## src/rtl/turn_timer_pkg.sv

```systemverilog
// turn_timer_pkg
//   Shared types and defaults for the per-turn countdown timer.
//   timer_state_t    : FSM state encoding (IDLE, RUN, EXPIRED)
//   DEF_CLK_FREQ_HZ  : default clock frequency, in cycles per second
//   DEF_TURN_SECONDS : default turn length, in seconds
//   WARN_SECONDS     : threshold at or below which the optional warn output is asserted
//   warn_limit()     : effective warn threshold for a given turn length
package turn_timer_pkg;

   typedef enum logic [1:0] {
      IDLE    = 2'd0,
      RUN     = 2'd1,
      EXPIRED = 2'd2
   } timer_state_t;

   localparam int DEF_CLK_FREQ_HZ  = 50_000_000;
   localparam int DEF_TURN_SECONDS = 15;
   localparam int WARN_SECONDS     = 3;

   // For turns shorter than the warn window, warn covers the whole turn.
   function automatic int warn_limit(input int turn_seconds);
      return (turn_seconds < WARN_SECONDS) ? turn_seconds : WARN_SECONDS;
   endfunction

endpackage

```

## src/rtl/turn_timer_tick_gen.sv

```systemverilog
// tick_gen
//   One-second prescaler. It counts clock cycles while enabled and raises tick
//   for exactly one cycle when the count reaches CLK_FREQ_HZ-1. On that cycle
//   the count wraps to 0.
//   clk    : clock
//   rst    : asynchronous reset, active low
//   clear  : forces the count to 0 on the next edge (takes priority over enable)
//   enable : counts while high
//   tick   : high during the final cycle of each one-second period
module tick_gen
   import turn_timer_pkg::*;
#(
   parameter  int CLK_FREQ_HZ = DEF_CLK_FREQ_HZ,
   localparam int PRE_W       = $clog2(CLK_FREQ_HZ)
) (
   input  logic clk,
   input  logic rst,
   input  logic clear,
   input  logic enable,
   output logic tick
);

   localparam logic [PRE_W-1:0] PRE_TC = PRE_W'(CLK_FREQ_HZ - 1);

   logic [PRE_W-1:0] pre_q;
   logic [PRE_W-1:0] pre_d;

   assign tick = enable && (pre_q == PRE_TC);

   always_comb begin
      pre_d = pre_q;
      if (clear) begin
         pre_d = '0;
      end else if (enable) begin
         pre_d = tick ? '0 : pre_q + PRE_W'(1);
      end
   end

   always_ff @(posedge clk or negedge rst) begin
      if (!rst) begin
         pre_q <= '0;
      end else begin
         pre_q <= pre_d;
      end
   end

endmodule

```

## src/rtl/turn_timer.sv

```systemverilog
// turn_timer
//   Per-turn countdown timer. It counts down whole seconds while playState is
//   high and drives timeExpired for the game FSM.
//   clk         : clock; all state changes happen on its rising edge
//   rst         : asynchronous reset, active low
//   playState   : high while the game FSM is in PLAY
//   playerMov   : player committed a move this cycle
//   timeExpired : one-cycle registered pulse when the turn time runs out
//   secondsLeft : remaining whole seconds, registered
//   running     : high while counting (RUN)
//   warn        : (only when TURN_TIMER_WARN_EN is defined) registered; high in
//                 RUN while secondsLeft <= min(WARN_SECONDS, TURN_SECONDS)
//
//   state   | meaning
//   --------+-----------------------------------------------------------
//   IDLE    | turn not running; seconds held at full, prescaler held at 0
//   RUN     | counting down; a move or the end of the turn reloads the timer
//   EXPIRED | time ran out; holds 0 until playState drops
module turn_timer
   import turn_timer_pkg::*;
#(
   parameter  int CLK_FREQ_HZ  = DEF_CLK_FREQ_HZ,
   parameter  int TURN_SECONDS = DEF_TURN_SECONDS,
   localparam int SEC_W        = $clog2(TURN_SECONDS + 1)
) (
   input  logic             clk,
   input  logic             rst,
   input  logic             playState,
   input  logic             playerMov,
   output logic             timeExpired,
   output logic [SEC_W-1:0] secondsLeft,
   output logic             running
`ifdef TURN_TIMER_WARN_EN
   ,
   output logic             warn
`endif
);

   localparam logic [SEC_W-1:0] SEC_FULL = SEC_W'(TURN_SECONDS);
   localparam logic [SEC_W-1:0] SEC_ONE  = SEC_W'(1);

   timer_state_t     state_q;
   timer_state_t     state_d;
   logic [SEC_W-1:0] sec_q;
   logic [SEC_W-1:0] sec_d;
   logic             expired_q;
   logic             expired_d;
   logic             tick;
   logic             pre_clear;
   logic             pre_enable;

   // The prescaler is cleared whenever the next state is not RUN. This
   // returns it to 0 on the same edge that leaves RUN, so every new turn
   // starts from a full second. tick does not depend on clear, so there is
   // no combinational loop.
   assign pre_enable = (state_q == RUN);
   assign pre_clear  = (state_d != RUN);

   tick_gen #(
      .CLK_FREQ_HZ(CLK_FREQ_HZ)
   ) u_tick_gen (
      .clk   (clk),
      .rst   (rst),
      .clear (pre_clear),
      .enable(pre_enable),
      .tick  (tick)
   );

   always_comb begin
      state_d   = state_q;
      sec_d     = sec_q;
      expired_d = 1'b0;
      case (state_q)
         IDLE: begin
            sec_d = SEC_FULL;
            if (playState && !playerMov) begin
               state_d = RUN;
            end
         end
         RUN: begin
            // A move, or the turn ending, takes priority over a coincident
            // final tick.
            if (playerMov || !playState) begin
               state_d = IDLE;
               sec_d   = SEC_FULL;
            end else if (tick) begin
               if (sec_q <= SEC_ONE) begin
                  state_d   = EXPIRED;
                  sec_d     = '0;
                  expired_d = 1'b1;
               end else begin
                  sec_d = sec_q - SEC_ONE;
               end
            end
         end
         EXPIRED: begin
            sec_d = '0;
            if (!playState) begin
               state_d = IDLE;
               sec_d   = SEC_FULL;
            end
         end
         default: begin
            state_d = IDLE;
            sec_d   = SEC_FULL;
         end
      endcase
   end

   always_ff @(posedge clk or negedge rst) begin
      if (!rst) begin
         state_q   <= IDLE;
         sec_q     <= SEC_FULL;
         expired_q <= 1'b0;
      end else begin
         state_q   <= state_d;
         sec_q     <= sec_d;
         expired_q <= expired_d;
      end
   end

   assign timeExpired = expired_q;
   assign secondsLeft = sec_q;
   assign running     = (state_q == RUN);

`ifdef TURN_TIMER_WARN_EN
   localparam logic [SEC_W-1:0] WARN_LIM = SEC_W'(warn_limit(TURN_SECONDS));

   logic warn_q;
   logic warn_d;

   // Computed from the next-state values so that warn moves on the same edge
   // as secondsLeft.
   always_comb begin
      warn_d = (state_d == RUN) && (sec_d <= WARN_LIM);
   end

   always_ff @(posedge clk or negedge rst) begin
      if (!rst) begin
         warn_q <= 1'b0;
      end else begin
         warn_q <= warn_d;
      end
   end

   assign warn = warn_q;
`endif

endmodule

```

## config.mk

```make
export PLATFORM = sky130hd
export DESIGN_NAME = turn_timer
export DESIGN_NICKNAME = d
export VERILOG_FILES = /design/src/rtl/turn_timer_pkg.sv /design/src/rtl/turn_timer_tick_gen.sv /design/src/rtl/turn_timer.sv
export SDC_FILE = /design/constraint.sdc
export NUM_CORES = 1
export LEC_CHECK = 0
export BUFFER_PORTS_ARGS = -buffer_cell sky130_fd_sc_hd__buf_2
export CAP_MARGIN = 25
export CORE_MARGIN = 10
export CORE_UTILIZATION = 30
export CTS_CLUSTER_DIAMETER = 100
export DETAILED_ROUTE_END_ITERATION = 7
export PLACE_DENSITY_LB_ADDON = 0.05
export SLEW_MARGIN = 10
export SYNTH_ARGS = -nofsm -noshare
export SYNTH_HDL_FRONTEND = slang
export SYNTH_SLANG_ARGS = --single-unit
```

## constraint.sdc

```tcl
create_clock -name clk -period 2.2 [get_ports clk]
set_clock_uncertainty 0.1 [all_clocks]
set_input_delay 0.33 -clock clk [delete_from_list [all_inputs] [get_ports clk]]
set_output_delay 0.33 -clock clk [all_outputs]
set_load 0.01 [all_outputs]
```

---- Word level (Yosys, flattened, before mapping) ----
Index checks and enable logic that the tools add are counted.
word-level totals
  flip-flop bits (word level) ............. 33
  bits in latches ......................... 0
  bits in writable memories ............... 0
  memory bits (read-only) ................. 0
  bits of input ports ..................... 4
  logic and storage cells ................. 37
  memories ................................ 0
cells by class
  $add $sub $neg .......................... 2
  multiply operators ...................... 0
  divide/modulo/power cells ............... 0
  order comparisons ....................... 1
  equal/unequal tests ..................... 5
  shift-type cells ........................ 0
  muxes and demuxes ....................... 18
  bitwise logic cells ..................... 0
  reduce and logical (&&, ||, !) cells .... 7
operator list
  cell                     number
  $mux W26                 3
  $add A26 B1 Y26 const B  1
  $eq A26 B26 Y1 const B   1
  $mux W4                  4
  $mux W2                  5
  $pmux W4 S2              1
  $pmux W2 S3              1
  $le A4 B1 Y1 const B     1
  $mux W1                  4
  $sub A4 B1 Y4 const B    1
  $ne A3 B3 Y1 const B     1
  $eq A2 B1 Y1 const B     1
  $eq A2 B2 Y1 const B     1
  $logic_and A1 B1 Y1      2
  $logic_not A1 Y1         2
  $logic_not A2 Y1         1
  $ne A2 B1 Y1 const B     1
  $reduce_bool A2 Y1       1
  $logic_or A1 B1 Y1       1

---- Longest topological paths before layout ----
Gate-level depths: netlist of the first run.
  word-level depth ........................ 7
  mapped depth ............................ 10
  gate-level depth less buffers ........... 7

---- By module ----
From an unflattened synthesis of the first run, not the netlist that was laid out.
second synthesis, totals
  cells, all modules ...................... 212
  area total of the unflattened synthesis .. 2001.9 um2
by module, submodules not included
  module      instances  cells an instance  area each (um2)  seq. area each (um2)
  tick_gen    1          157                1492.7           650.6
  turn_timer  1          55                 509.2            180.2

---- Worst setup path after synthesis of the first run ----
No wires, ideal clock.
  kind .................................... register -> register
  start point ............................. register state_q[0]
  end point ............................... register u_tick_gen.pre_q[10]
  library setup time ...................... 0.137 ns
  arrival ................................. 2.052 ns
  required time ........................... 1.963 ns
  setup slack ............................. -0.090 ns
  cell stages (with the launch flop) ...... 10
  buffers on the path ..................... 3
  clock period less this slack ............ 2.290 ns
  path through ............................ dfrtp_1 -> ha_1 -> clkbuf_1 -> a21oi_1 -> o22ai_1 -> a31oi_1 -> nand2b_1 -> clkbuf_1 -> clkbuf_1 -> nor3_1
between the ends
  word-level cells in the longest chain between the ends .. 7
RTL lines
  element                                                line                       RTL
  start, declared                                        turn_timer.sv:42           timer_state_t state_q;
  start signal, assigned                                 turn_timer.sv:116          state_q <= state_d;
  $eq A2 B1 Y1 *                                         n/a
  via running                                            turn_timer.sv:32           output logic running
  $logic_and A1 B1 Y1                                    turn_timer_tick_gen.sv:28  assign tick = enable && (pre_q == PRE_TC);
  $mux W2                                                turn_timer.sv:86           end else if (tick) begin
  $mux W2                                                turn_timer.sv:83           if (playerMov || !playState) begin
  $pmux W2 S3                                            turn_timer.sv:73           case (state_q)
  $ne A2 B1 Y1                                           turn_timer.sv:57           assign pre_clear = (state_d != RUN);
  $mux W26 / $reduce_bool A2 Y1 (equally long branches)  n/a
  end signal, assigned                                   turn_timer_tick_gen.sv:43  pre_q <= pre_d;
  end, declared                                          turn_timer_tick_gen.sv:25  logic [PRE_W-1:0] pre_q;
Mark *: on every way through the listed nets, which the timed path passes. The rest lies on a longest branch. The select of a mux whose other input is x is not followed.
A chain may end at the register's enable or synchronous reset.

---- Worst setup path in the final report of the first run ----
  start point ............................. register state_q[1]
  end point ............................... output running
between the ends
  word-level cells in the longest chain between the ends .. 1
RTL lines
  element        line               RTL
  $eq A2 B1 Y1   turn_timer.sv:124  assign running = (state_q == RUN);
  end, declared  turn_timer.sv:32
Every way passes these cells.

==> results of run 1 <==
==> power groups by stage <==
stage	sequential, mW	clock [mW]	combinational [mW]
finish	0.726	0.461	0.844
global route	0.736	0.510	0.954
CTS	0.728	0.480	0.823
detailed placement	0.740	0	0.820
global placement	0.736	0	0.834
floorplan	0.759	0	0.439
==> logic make-up (layout without fill, tap and decap cells) <==
| group | after synthesis | in the layout | share of synthesized area [%] |
|---|---|---|---|
| buf+inv | 21 | 49 | 4.12 |
| simple gates | 115 | 115 | 32.2 |
| compound gates | 48 | 48 | 15.3 |
| fa+ha+maj | 7 | 7 | 4.01 |
| mux | 3 | 3 | 1.55 |
| xor+xnor | 12 | 12 | 4.81 |
| flops | 33 | 33 | 38.0 |
==> area by class of cell <==
type | instances | area [sq um] | area share, %
well taps | 99 | 124 | 4.79
repair buffers | 32 | 243 | 9.39
inverters | 9 | 33.8 | 1.31
flip-flops and latches | 33 | 831 | 32.1
clock buffers | 8 | 80.1 | 3.10
multi-input cells | 185 | 1270 | 49.3
==> state kept, by name (all words and copies together) (netlist names) <==
| name | flops |
|---|---|
| u_tick_gen.pre_q | 26 |
| state_q | 2 |
| timeExpired | 1 |
| secondsLeft | 4 |
==> cells in the mapped netlist, types with 3 or more instances <==
cell type,number,area [sq um]
a31oi_1,8,50.1
dfrtp_1,29,726
inv_1,8,30.0
and3_1,10,62.6
clkbuf_1,5,18.8
o21ai_0,6,30.0
nand4b_1,5,43.8
dfstp_2,4,105
and4_1,3,26.3
nand3b_1,3,22.5
buf_2,6,30.0
xor2_1,10,87.6
nand3_1,15,75.1
nand4_1,9,56.3
nor3_1,17,85.1
mux2_2,3,33.8
nor2b_1,3,18.8
nor4b_1,3,26.3
nor4_4,3,63.8
nand2b_1,3,18.8
nor2_1,22,82.6
a21oi_1,8,40.0
ha_1,7,87.6
nand2_1,10,37.5
a211oi_1,9,67.6
==> worst paths after layout <==
kind                       slack (ps)  depth (start not counted)                          endpoint
min in group clk                  310                          4        secondsLeft[2]$_DFFE_PN1P_
min                                30                          1   u_tick_gen.pre_q[4]$_DFFE_PN0P_
max                               160                          5                           running
max reg2reg                       180                          5  u_tick_gen.pre_q[20]$_DFFE_PN0P_
max in group asynchronous        1460                          1   u_tick_gen.pre_q[7]$_DFFE_PN0P_
min reg2reg                       430                          2        secondsLeft[0]$_DFFE_PN1P_
==> layer usage <==
metal	up-vias	wire, um	part of all wire (%)
met2	26	2850	46
met1	936	3030	49
li1	953	-	-
met4	0	80	1.3
met5	-	0	0
met3	7	175	2.9
==> critical path: stages (launching register included) <==
cell     delay (ps)
dfrtp_1         410
inv_1           110
ha_1            240
buf_4           200
buf_4           200
buf_2           160
==> stage by stage <==
step           worst slack, ps  std cells  hold slack [ps]  util [%]  instance area [sq um]
4_1_cts                    104        364             62.9      35.7                   2560
6_report                   158        366             27.6      36.0                   2580
2_1_floorplan             14.0        239            -65.6         -                   2190
5_1_grt                   19.7        366             88.0      36.0                   2580
3_5_place_dp               124        356              378      34.6                   2480
3_3_place_gp               165        356              383      34.6                   2480
==> what timing repair did <==
item                                    CTS  global route
endpoints found under the hold margin     0             0
gates resized for setup                   0             2
hold buffers                              0             0
setup buffers                             0             2
endpoints found under the setup margin    0            11
==> metrics.md, run 1 <==
| Metric | Value |
|---|---|
| Status | `finished clean` |
| 1st-iter DRT viols | `96` |
| Tcrit/Tclk final | `92.8%` |
| Worst setup path start | `state_q[1]$_DFF_PN0_` |
| Tmin final | `2040 ps` |
| Commonest non-fill, non-tap cells in the layout | `dfrtp_1, nor2_1, buf_4, nor3_1, nand3_1` |
| Final WL | `6.14 mm` |
| Clock Tree Root | `clkbuf_8` |
| Mapped Avg Cell Area | `9.14 sq um` |
| Asr flop ratio synth | `100%` |
| Post-DRT Antenna Nets | `0` |
| Cell variety after synth | `48` |
| Met1 Track Usage GR | `between 10% and 20%` |
| Clock tree from TritonCTS | `done` |
| Clk network pwr share | `22.7%` |
| PnR Total Power | `just over 2 mW` |
| Clock Sinks | `33` |
| Total die area | `0.0111 sq mm` |
| Leakage power | `1.10 nW` |
| First-pass GRT wire length | `10.6 mm` |
| Detail Placement HPWL | `roughly 4.4 mm` |
| Antenna cell count | `0` |
| Grt met2 use | `approximately a fifth` |
| Met3 Resource Use GR | `2.80%` |
| Least-Margin Pin Slew | `804 ps` |
| Crit path DAT | `1610 ps` |
| Routability cong. | `0.780` |
| Sw frac | `approximately two fifths` |
| Die Span Y | `105 um` |
| NetSw | `around 0.80 mW` |
| Layout area overhead | `18.3%` |
| Sequential-to-total area share from yosys stat | `38.0%` |
| Top FF cell, synth | `dfrtp_1` |
| Vias/cell | `5.25` |
| TNS Setup | `0 ps` |
| Final Hold Vio Count | `0` |
| Total CTS buffers | `5` |
| Number of antenna violations at the first check in global routing | `0` |
| Worst rel slew slack | `46.4%` |
| RSZ-0062 raised after global routing | `no` |
| R2r startpoint | `u_tick_gen.pre_q[2]$_DFFE_PN0P_` |
| Initial Utilization | `approximately 30%` |
| H-tree levels | `2` |
| Layout cell share with drive strength beyond 1 | `about a fifth` |
| Number of global-route vias before repair | `1986` |
| Syn nets | `250` |
| Gr ovfl total | `0` |
| Residual DRC count | `0` |
| Pwr dens | `786 mW/mm^2` |
| I/O pin total | `10` |
| Commonest non-fill, non-tap cell in the layout | `dfrtp_1` |
| CP max FO | `10` |
| Nets@finish | `277` |
| DIE WIDTH | `105 um` |
| Yosys Warn Count | `0` |
| Max-Cap Viols | `0` |
| Drt pass-1 iters | `4` |
| Vias | `1922` |
| Gate Count Post-Synth | `239` |
| Register bit total from synthesis | `33` |
| Post-synth EDFFs | `0` |
| GR peak layer | `met2` |
| Gate power share | `41.5%` |
| Fmax | `just under 500 MHz` |
| Core Area | `0.00718 sq mm` |
| HP Class | `in2async` |
| Worst-path clk slew | `70 ps` |
| Largest net degree at the start of global routing | `34` |
| CP Capture Type | `output port` |
| Site Rows | `31` |
| Mapped Area | `0.00218 sq mm` |
| Fin. max-slew vios | `0` |
| # port buffers | `9` |
| Setup CP Type | `reg2out` |
| CTS Buffer Depth | `2` |
| Worst endpoint required time | `around 1800 ps` |
| Fillers | `743` |
| Routed WL per cell | `16.8 um` |
| Int Power | `1.24 mW` |
| Final Setup Violations | `0` |
| Total track usage | `a little under an eighth` |
| Sequential Power Share | `a little over a third` |
| VDD IR max | `0.000244 V` |
| Worst setup SP type | `flip-flop` |
| Clock Latency Late Sink | `290 ps` |
Power figures use the tool's default switching activity.
==> run 2, diff against run 1 <==
- SYNTH_HIERARCHICAL: unset -> 1
==> metrics.md, run 2 <==
| Metric | Value |
|---|---|
| Antenna cell count | `0 (unchanged)` |
| DP Area | `0.00267 sq mm (+7.5%)` |
| Max FFs per register | `26 (unchanged)` |
| Layout cell share with drive strength beyond 1 | `49.7% (+30 points)` |
| Leakage power | `1.39 nW (+27%)` |
| Number of antenna violations at the first check in global routing | `0 (unchanged)` |
| Die Span Y | `102 um (-3.5%)` |
| Max-Cap Viols | `0 (unchanged)` |
| Clock Latency Late Sink | `290 ps (about the same)` |
| Reg2Reg Setup Slack | `-630 ps (-810 ps)` |
| Top FF cell, synth | `dfrtp_1` |
| Layout Cells excl Fill | `385 (+5.2%)` |
| Buf+Inv Stages, Crit Path | `4 (unchanged)` |
| Total CTS buffers | `5 (unchanged)` |
| Cell variety after synth | `49 (+2.1%)` |
| Slowest-stage cell, CP | `a2111o_1` |
| Largest regs | `u_tick_gen/pre_q x26, secondsLeft x4, state_q x2` |
| CP Capture Type | `flip-flop` |
| HP Class | `in2async` |
| Final setup margin | `-635 ps (-793 ps)` |
| Mapped Avg Cell Area | `9.44 sq um (+3.3%)` |
| Setup CP Type | `reg2reg` |
| Fmax | `353 MHz (-28%)` |
| Least-Margin Pin Slew | `795 ps (-8.20 ps)` |
| Worst r2r dst | `u_tick_gen/pre_q[7]$_DFFE_PN0P_` |
| Syn nets | `224 (-10%)` |
| Crit path cell chain | `inv_2, ha_4, buf_8, o41ai_4, o22ai_2, a2111o_1, buf_6, o2111a_1, and4_4, buf_4, xnor2_1, nor2_1` |
| Detail Placement HPWL | `4.21 mm (-4.3%)` |
| Post-DRT Antenna Nets | `0 (unchanged)` |
| Residual DRC count | `0 (unchanged)` |
| Clock Sinks | `33 (unchanged)` |
| Pwr dens | `735 mW/mm^2 (-6.5%)` |
| Tmin final | `2830 ps (+793 ps)` |
| Worst rel slew slack | `47.0% (+0.55 points)` |
| Sequential-to-total area share from yosys stat | `41.5% (+3.5 points)` |
| DIE WIDTH | `102 um (-3.5%)` |
| Gate Count Post-Synth | `212 (-11%)` |
| Core Area | `0.00642 sq mm (-10%)` |
| Gr ovfl total | `0 (unchanged)` |
| Yosys Warn Count | `6 (+6)` |
| Asr flop ratio synth | `100% (unchanged)` |
| Final Setup Violations | `28 (+28)` |
| Post-synth EDFFs | `0 (unchanged)` |
| Layout area overhead | `56.3%` |
| TNS Setup | `-12250 ps (-12250 ps)` |
| Routed WL per cell | `15.5 um (-7.6%)` |
| 1st-iter DRT viols | `84 (-13%)` |
| Failing checks | `negative setup slack` |
| Top cells by area, synth | `dfrtp_1, xor2_1, nor2_1, dfstp_2, ha_1` |
| Placed insts | `356 (unchanged)` |
| CP max FO | `5 (-5)` |
| Nets@finish | `319 (+15%)` |
| H-tree levels | `2 (unchanged)` |
| Commonest non-fill, non-tap cell in the layout | `buf_4` |
| Design Area, Final | `0.00313 sq mm (+21%)` |
| Register bit total from synthesis | `33 (unchanged)` |
| Share of the synthesized area in the top cell type | `36.3% (+3.0 points)` |
| Vias/cell | `5.04 (-3.9%)` |
| Status | `complete, but fails checks` |
| Worst-path clk slew | `70 ps (about the same)` |
| CP max stage delay | `470 ps (+60 ps)` |
| Worst endpoint required time | `2280 ps (+510 ps)` |
| I/O pin total | `10 (unchanged)` |
| CTS Hold Bufs | `0 (unchanged)` |
| FF-to-FF path depth | `12 (+7)` |
| Number of global-route vias before repair | `2002 (+0.81%)` |
| Area leader, netlist | `dfrtp_1` |
| Dpl ws | `-708 ps (-832 ps)` |
| Fin. max-slew vios | `0 (unchanged)` |
| Mapped Area | `0.00200 sq mm (-8.4%)` |
| Worst setup SP type | `flip-flop` |
| # port buffers | `9 (unchanged)` |
| Final Core Density | `48.7% (+13 points)` |
| Top cells by count, synth | `dfrtp_1, nor2_1, nand3_1, xor2_1, nand2_1` |
| Crit path DAT | `2920 ps (+1310 ps)` |
| Clock Tree Root | `clkbuf_8` |
| Tcrit/Tclk final | `129% (+36 points)` |
| Final WL | `5.97 mm (-2.8%)` |
| Vias | `1942 (+1.0%)` |
| RSZ-0062 raised after global routing | `yes` |
| CTS Buffer Depth | `2 (unchanged)` |
| Largest net degree at the start of global routing | `34 (unchanged)` |
| Total die area | `0.0103 sq mm (-6.8%)` |
| Commonest non-fill, non-tap cells in the layout | `buf_4, dfrtp_1, nor2_1, xor2_1, nand3_1` |
| First-pass GRT wire length | `9.36 mm (-12%)` |
| Routability cong. | `0.843 (+8.1%)` |
| Drt pass-1 iters | `4 (unchanged)` |
| Total track usage | `11.3% (-0.46 points)` |
| Largest Register | `u_tick_gen/pre_q` |
| Site Rows | `29 (-6.5%)` |
| Final Hold Vio Count | `0 (unchanged)` |
| R2r startpoint | `state_q[1]$_DFF_PN0_` |
| Clock tree from TritonCTS | `done` |
| VDD IR max | `0.000283 V (+16%)` |
| Family with the most delay on the worst path | `compound AO/OA/AOI/OAI gates` |
| Initial Utilization | `31.2% (+0.73 points)` |
[run 2: cell count changes in the layout (fill, tap and decap cells not counted), moves of 5 or more]
cell	previous run	this run
buf_4	21	76
nor3_1	17	4
a211oi_1	9	0
a31oi_1	8	1
nand3_2	0	7
and3_1	10	4
buf_6	0	5
[run 2: worst max path at each step]
stage	cells after the start	slack (ps)	start	end
3_3_place_gp	13	-590	u_tick_gen/pre_q[25]$_DFFE_PN0P_	u_tick_gen/pre_q[19]$_DFFE_PN0P_
6_report	12	-630	state_q[1]$_DFF_PN0_	u_tick_gen/pre_q[7]$_DFFE_PN0P_
4_1_cts	13	-620	u_tick_gen/pre_q[7]$_DFFE_PN0P_	u_tick_gen/pre_q[19]$_DFFE_PN0P_
3_5_place_dp	13	-710	u_tick_gen/pre_q[25]$_DFFE_PN0P_	u_tick_gen/pre_q[19]$_DFFE_PN0P_
2_1_floorplan	15	-550	state_q[1]$_DFF_PN0_	u_tick_gen/pre_q[19]$_DFFE_PN0P_
5_1_grt	14	-750	u_tick_gen/pre_q[9]$_DFFE_PN0P_	u_tick_gen/pre_q[9]$_DFFE_PN0P_
[run 2: final cells by class]
class | instances | area [sq um]
Clock buffer | 7 | 96.3
Fill cell | 598 | 3290
Timing Repair Buffer | 92 | 702
Sequential cell | 33 | 831
Inverter | 9 | 33.8
Tap cell | 77 | 96.3
Multi-Input combinational cell | 166 | 1360
Clock inverter | 1 | 5.00
[run 2: stage by stage]
step,hold WS [ps],power (mW)
2_1_floorplan,-65.6,1.19
3_3_place_gp,346,1.52
3_5_place_dp,360,1.55
4_1_cts,40.8,2.18
5_1_grt,80.9,2.42
6_report,26.7,2.30
[run 2: cell families (layout without fill, tap and decap cells)]
family | Yosys count | after routing | synth area share, %
flip-flops | 33 | 33 | 41.5
buffers and inverters | 13 | 109 | 2.62
XOR/XNOR | 20 | 20 | 8.75
adder cells (fa/ha/maj) | 8 | 8 | 5.00
multiplexers | 3 | 3 | 1.69
AND/OR/NAND/NOR | 109 | 109 | 30.9
AO/OA/AOI/OAI | 26 | 26 | 9.50
[run 2: what timing repair did]
item / CTS / global route
cloned: 1 / 0
pin swaps: 9 / 26
endpoints found under the setup margin: 26 / 28
setup buffers: 13 / 8
gates resized for setup: 15 / 30
[run 2: where the power goes]
group          switching, mW  leakage, nW  internal, mW
logic                  0.541        0.893         0.526
registers             0.0324        0.446         0.676
clock network          0.239       0.0542         0.283
total                  0.813         1.39          1.49
[run 2: per-layer routing]
| metal | share of wire [%] | global-route usage (%) | up-vias | routed length, um |
|---|---|---|---|---|
| met5 | 0 | 0 | - | 0 |
| met4 | 2.6 | 4.40 | 0 | 155 |
| met3 | 3.0 | 2.31 | 13 | 180 |
| met2 | 51 | 20.0 | 26 | 3050 |
| met1 | 43 | 13.0 | 956 | 2580 |
| li1 | - | - | 947 | - |
[run 2: worst reg2reg max path, stage by stage (launching register included)]
cell	delay, ps
dfrtp_1	400
inv_2	70
ha_4	170
buf_8	120
o41ai_4	370
o22ai_2	130
a2111o_1	470
buf_6	160
o2111a_1	260
and4_4	170
buf_4	130
xnor2_1	130
nor2_1	50
==> run 3, diff against run 2 <==
- CORE_UTILIZATION: 30 -> 40
==> metrics.md, run 3 (same netlist as run 2, synthesis figures left out) <==
| Metric | Value |
|---|---|
| Status | `complete, but fails checks` |
| Failing checks | `negative hold slack, negative setup slack` |
| Routability cong. | `0.852 (+1.1%)` |
| Area of the multi-input gates | `0.00134 sq mm (-1.6%)` |
| Number of antenna violations at the first check in global routing | `0 (unchanged)` |
| Post-DRT Antenna Nets | `0 (unchanged)` |
| Total track usage | `13.5% (+2.2 points)` |
| HP Class | `in2async` |
| Layout Cells excl Fill | `368 (-4.4%)` |
| Detail Placement HPWL | `3.98 mm (-5.4%)` |
| Gr ovfl total | `0 (unchanged)` |
| Vias/cell | `5.22 (+3.5%)` |
| RSZ-0062 raised after global routing | `yes` |
| Clock Sinks | `33 (unchanged)` |
| DIE WIDTH | `90.7 um (-11%)` |
| CP max FO | `5 (unchanged)` |
| Layout area overhead | `51.9%` |
| Clock tree from TritonCTS | `done` |
| # port buffers | `9 (unchanged)` |
| Sequential Power Share | `31.9% (+1.1 points)` |
| R2r startpoint | `state_q[1]$_DFF_PN0_` |
| Clock Latency Late Sink | `280 ps (about the same)` |
| DP Area | `0.00267 sq mm (about the same)` |
| Largest net degree at the start of global routing | `34 (unchanged)` |
| Crit path DAT | `2960 ps (+40 ps)` |
| Worst setup path start | `state_q[1]$_DFF_PN0_` |
| Routed WL per cell | `14.8 um (-4.7%)` |
| Max FFs per register | `26 (unchanged)` |
| Fillers | `400 (-33%)` |
| Design Area, Final | `0.00304 sq mm (-2.8%)` |
| Nets@finish | `312 (-2.2%)` |
| NetSw | `0.759 mW (-6.5%)` |
| Layout cell share with drive strength beyond 1 | `46.2% (-3.5 points)` |
| Sw frac | `34.4% (-1.0 points)` |
| VDD IR max | `0.000367 V (+30%)` |
| Worst rel slew slack | `51.8% (+4.8 points)` |
| Largest Register | `u_tick_gen/pre_q` |
| Final WL | `5.44 mm (-8.9%)` |
| Clock Tree Root | `clkbuf_8` |
| Worst-path clk slew | `70 ps (about the same)` |
| Storage cell area | `831 sq um (unchanged)` |
| Tcrit/Tclk final | `131% (+2.6 points)` |
| Int Power | `1.45 mW (-2.3%)` |
| Commonest non-fill, non-tap cells in the layout | `buf_4, dfrtp_1, nor2_1, xor2_1, nand3_1` |
| Leakage power | `1.33 nW (-4.5%)` |
| H-tree levels | `2 (unchanged)` |
| Dpl ws | `-604 ps (+104 ps)` |
| Residual DRC count | `0 (unchanged)` |
| Site Rows | `25 (-14%)` |
| First-pass GRT wire length | `9.30 mm (-0.59%)` |
| Die Span Y | `90.7 um (-11%)` |
| TNS Setup | `-12180 ps (+68.2 ps)` |
| Placed insts | `348 (-2.2%)` |
| Drt pass-1 iters | `5 (+1)` |
| Pwr dens | `727 mW/mm^2 (-1.0%)` |
| Total die area | `0.00823 sq mm (-20%)` |
| Largest regs | `u_tick_gen/pre_q x26, secondsLeft x4, state_q x2` |
| Initial Utilization | `41.8% (+11 points)` |
| Least-Margin Pin Slew | `723 ps (-72.0 ps)` |
| CTS Hold Bufs | `0 (unchanged)` |
| Tmin final | `2890 ps (+57.0 ps)` |
| I/O pin total | `10 (unchanged)` |
| Commonest non-fill, non-tap cell in the layout | `buf_4` |
| Core Area | `0.00479 sq mm (-25%)` |
| Final Setup Violations | `26 (-7.1%)` |
| Fin. max-slew vios | `0 (unchanged)` |
| Final setup margin | `-692 ps (-57.0 ps)` |
| CP Capture Type | `flip-flop` |
| Worst setup SP type | `flip-flop` |
| Clk network pwr share | `22.7% (about the same)` |
| Vias | `1921 (-1.1%)` |
| Antenna cell count | `0 (unchanged)` |
| 1st-iter DRT viols | `141 (+68%)` |
| Worst endpoint required time | `2270 ps (about the same)` |
| Gate power share | `45.4% (-1.0 points)` |
| Max-Cap Viols | `0 (unchanged)` |
| Final Hold Vio Count | `5 (+5)` |
| Setup CP Type | `reg2reg` |
| CTS Buffer Depth | `2 (unchanged)` |
| Total CTS buffers | `5 (unchanged)` |
| Fmax | `346 MHz (-2.0%)` |
| Number of global-route vias before repair | `1992 (-0.50%)` |
| WHS | `-1.43 ps (-28.2 ps)` |
-- run 3: changes by cell type in the layout (fill, tap and decap cells not counted), moves of 2 or more --
cell / previous run / this run
nor2_2: 4 / 2
buf_8: 2 / 0
nand3_4: 1 / 3
buf_6: 5 / 9
nor2_1: 23 / 27
nand3_2: 7 / 4
buf_4: 76 / 67
nor2_4: 4 / 2
-- run 3: power groups by stage --
stage | clock network, mW | logic [mW] | registers [mW]
2_1_floorplan | 0 | 0.426 | 0.767
3_3_place_gp | 0 | 0.799 | 0.716
3_5_place_dp | 0 | 0.817 | 0.720
4_1_cts | 0.516 | 0.936 | 0.709
5_1_grt | 0.538 | 1.09 | 0.712
6_report | 0.501 | 1.00 | 0.706
-- run 3: worst paths after layout --
check | to | slack, ps | cells after the start
min in group clk | secondsLeft[2]$_DFFE_PN1P_ | 360 | 4
min | u_tick_gen/pre_q[3]$_DFFE_PN0P_ | -1 | 1
max reg2reg | u_tick_gen/pre_q[19]$_DFFE_PN0P_ | -690 | 14
max | u_tick_gen/pre_q[19]$_DFFE_PN0P_ | -690 | 14
min reg2reg | u_tick_gen/pre_q[19]$_DFFE_PN0P_ | 540 | 3
max in group asynchronous | u_tick_gen/pre_q[23]$_DFFE_PN0P_ | 1530 | 1
-- run 3: through the flow --
| step | utilization [%] | total power [mW] | hold WS, ps |
|---|---|---|---|
| global placement | 55.8 | 1.51 | 322 |
| CTS | 61.6 | 2.16 | 30.3 |
| floorplan | - | 1.19 | -65.6 |
| finish | 63.6 | 2.21 | -1.43 |
| global route | 63.6 | 2.35 | 62.2 |
| detailed placement | 55.8 | 1.54 | 340 |
-- run 3: worst max-delay path, stage by stage, from the launching register on --
cell,delay (ps)
dfrtp_1,390
inv_2,80
ha_4,130
nor4b_4,250
and4_1,270
nand2_2,80
inv_2,80
nand3_4,70
o22ai_2,180
a2111o_1,260
o2111ai_4,140
nor4_4,280
nand4_1,180
xor2_1,240
nor2_2,50
-- run 3: metal layers --
layer,GRT usage (%),up-vias,wire (um)
met2,24.5,27,2820
met3,2.74,11,158
met5,0,-,0
met1,14.9,949,2310
met4,5.17,0,141
li1,-,934,-
-- run 3: timing repair --
action	4_1_cts	5_1_grt
endpoints found under the setup margin	26	26
gates resized for setup	23	14
buffers inserted	7	5
pin swaps	18	22
gates cloned	1	0
-- run 3: layout make-up --
type                       instances  area share (%)
clock buffer                       7            3.17
clock inverter                     1           0.165
inverter                           9            1.11
multi-input combinational        166            44.1
sequential                        33            27.3
tap                               67            2.76
timing repair buffer              85            21.3
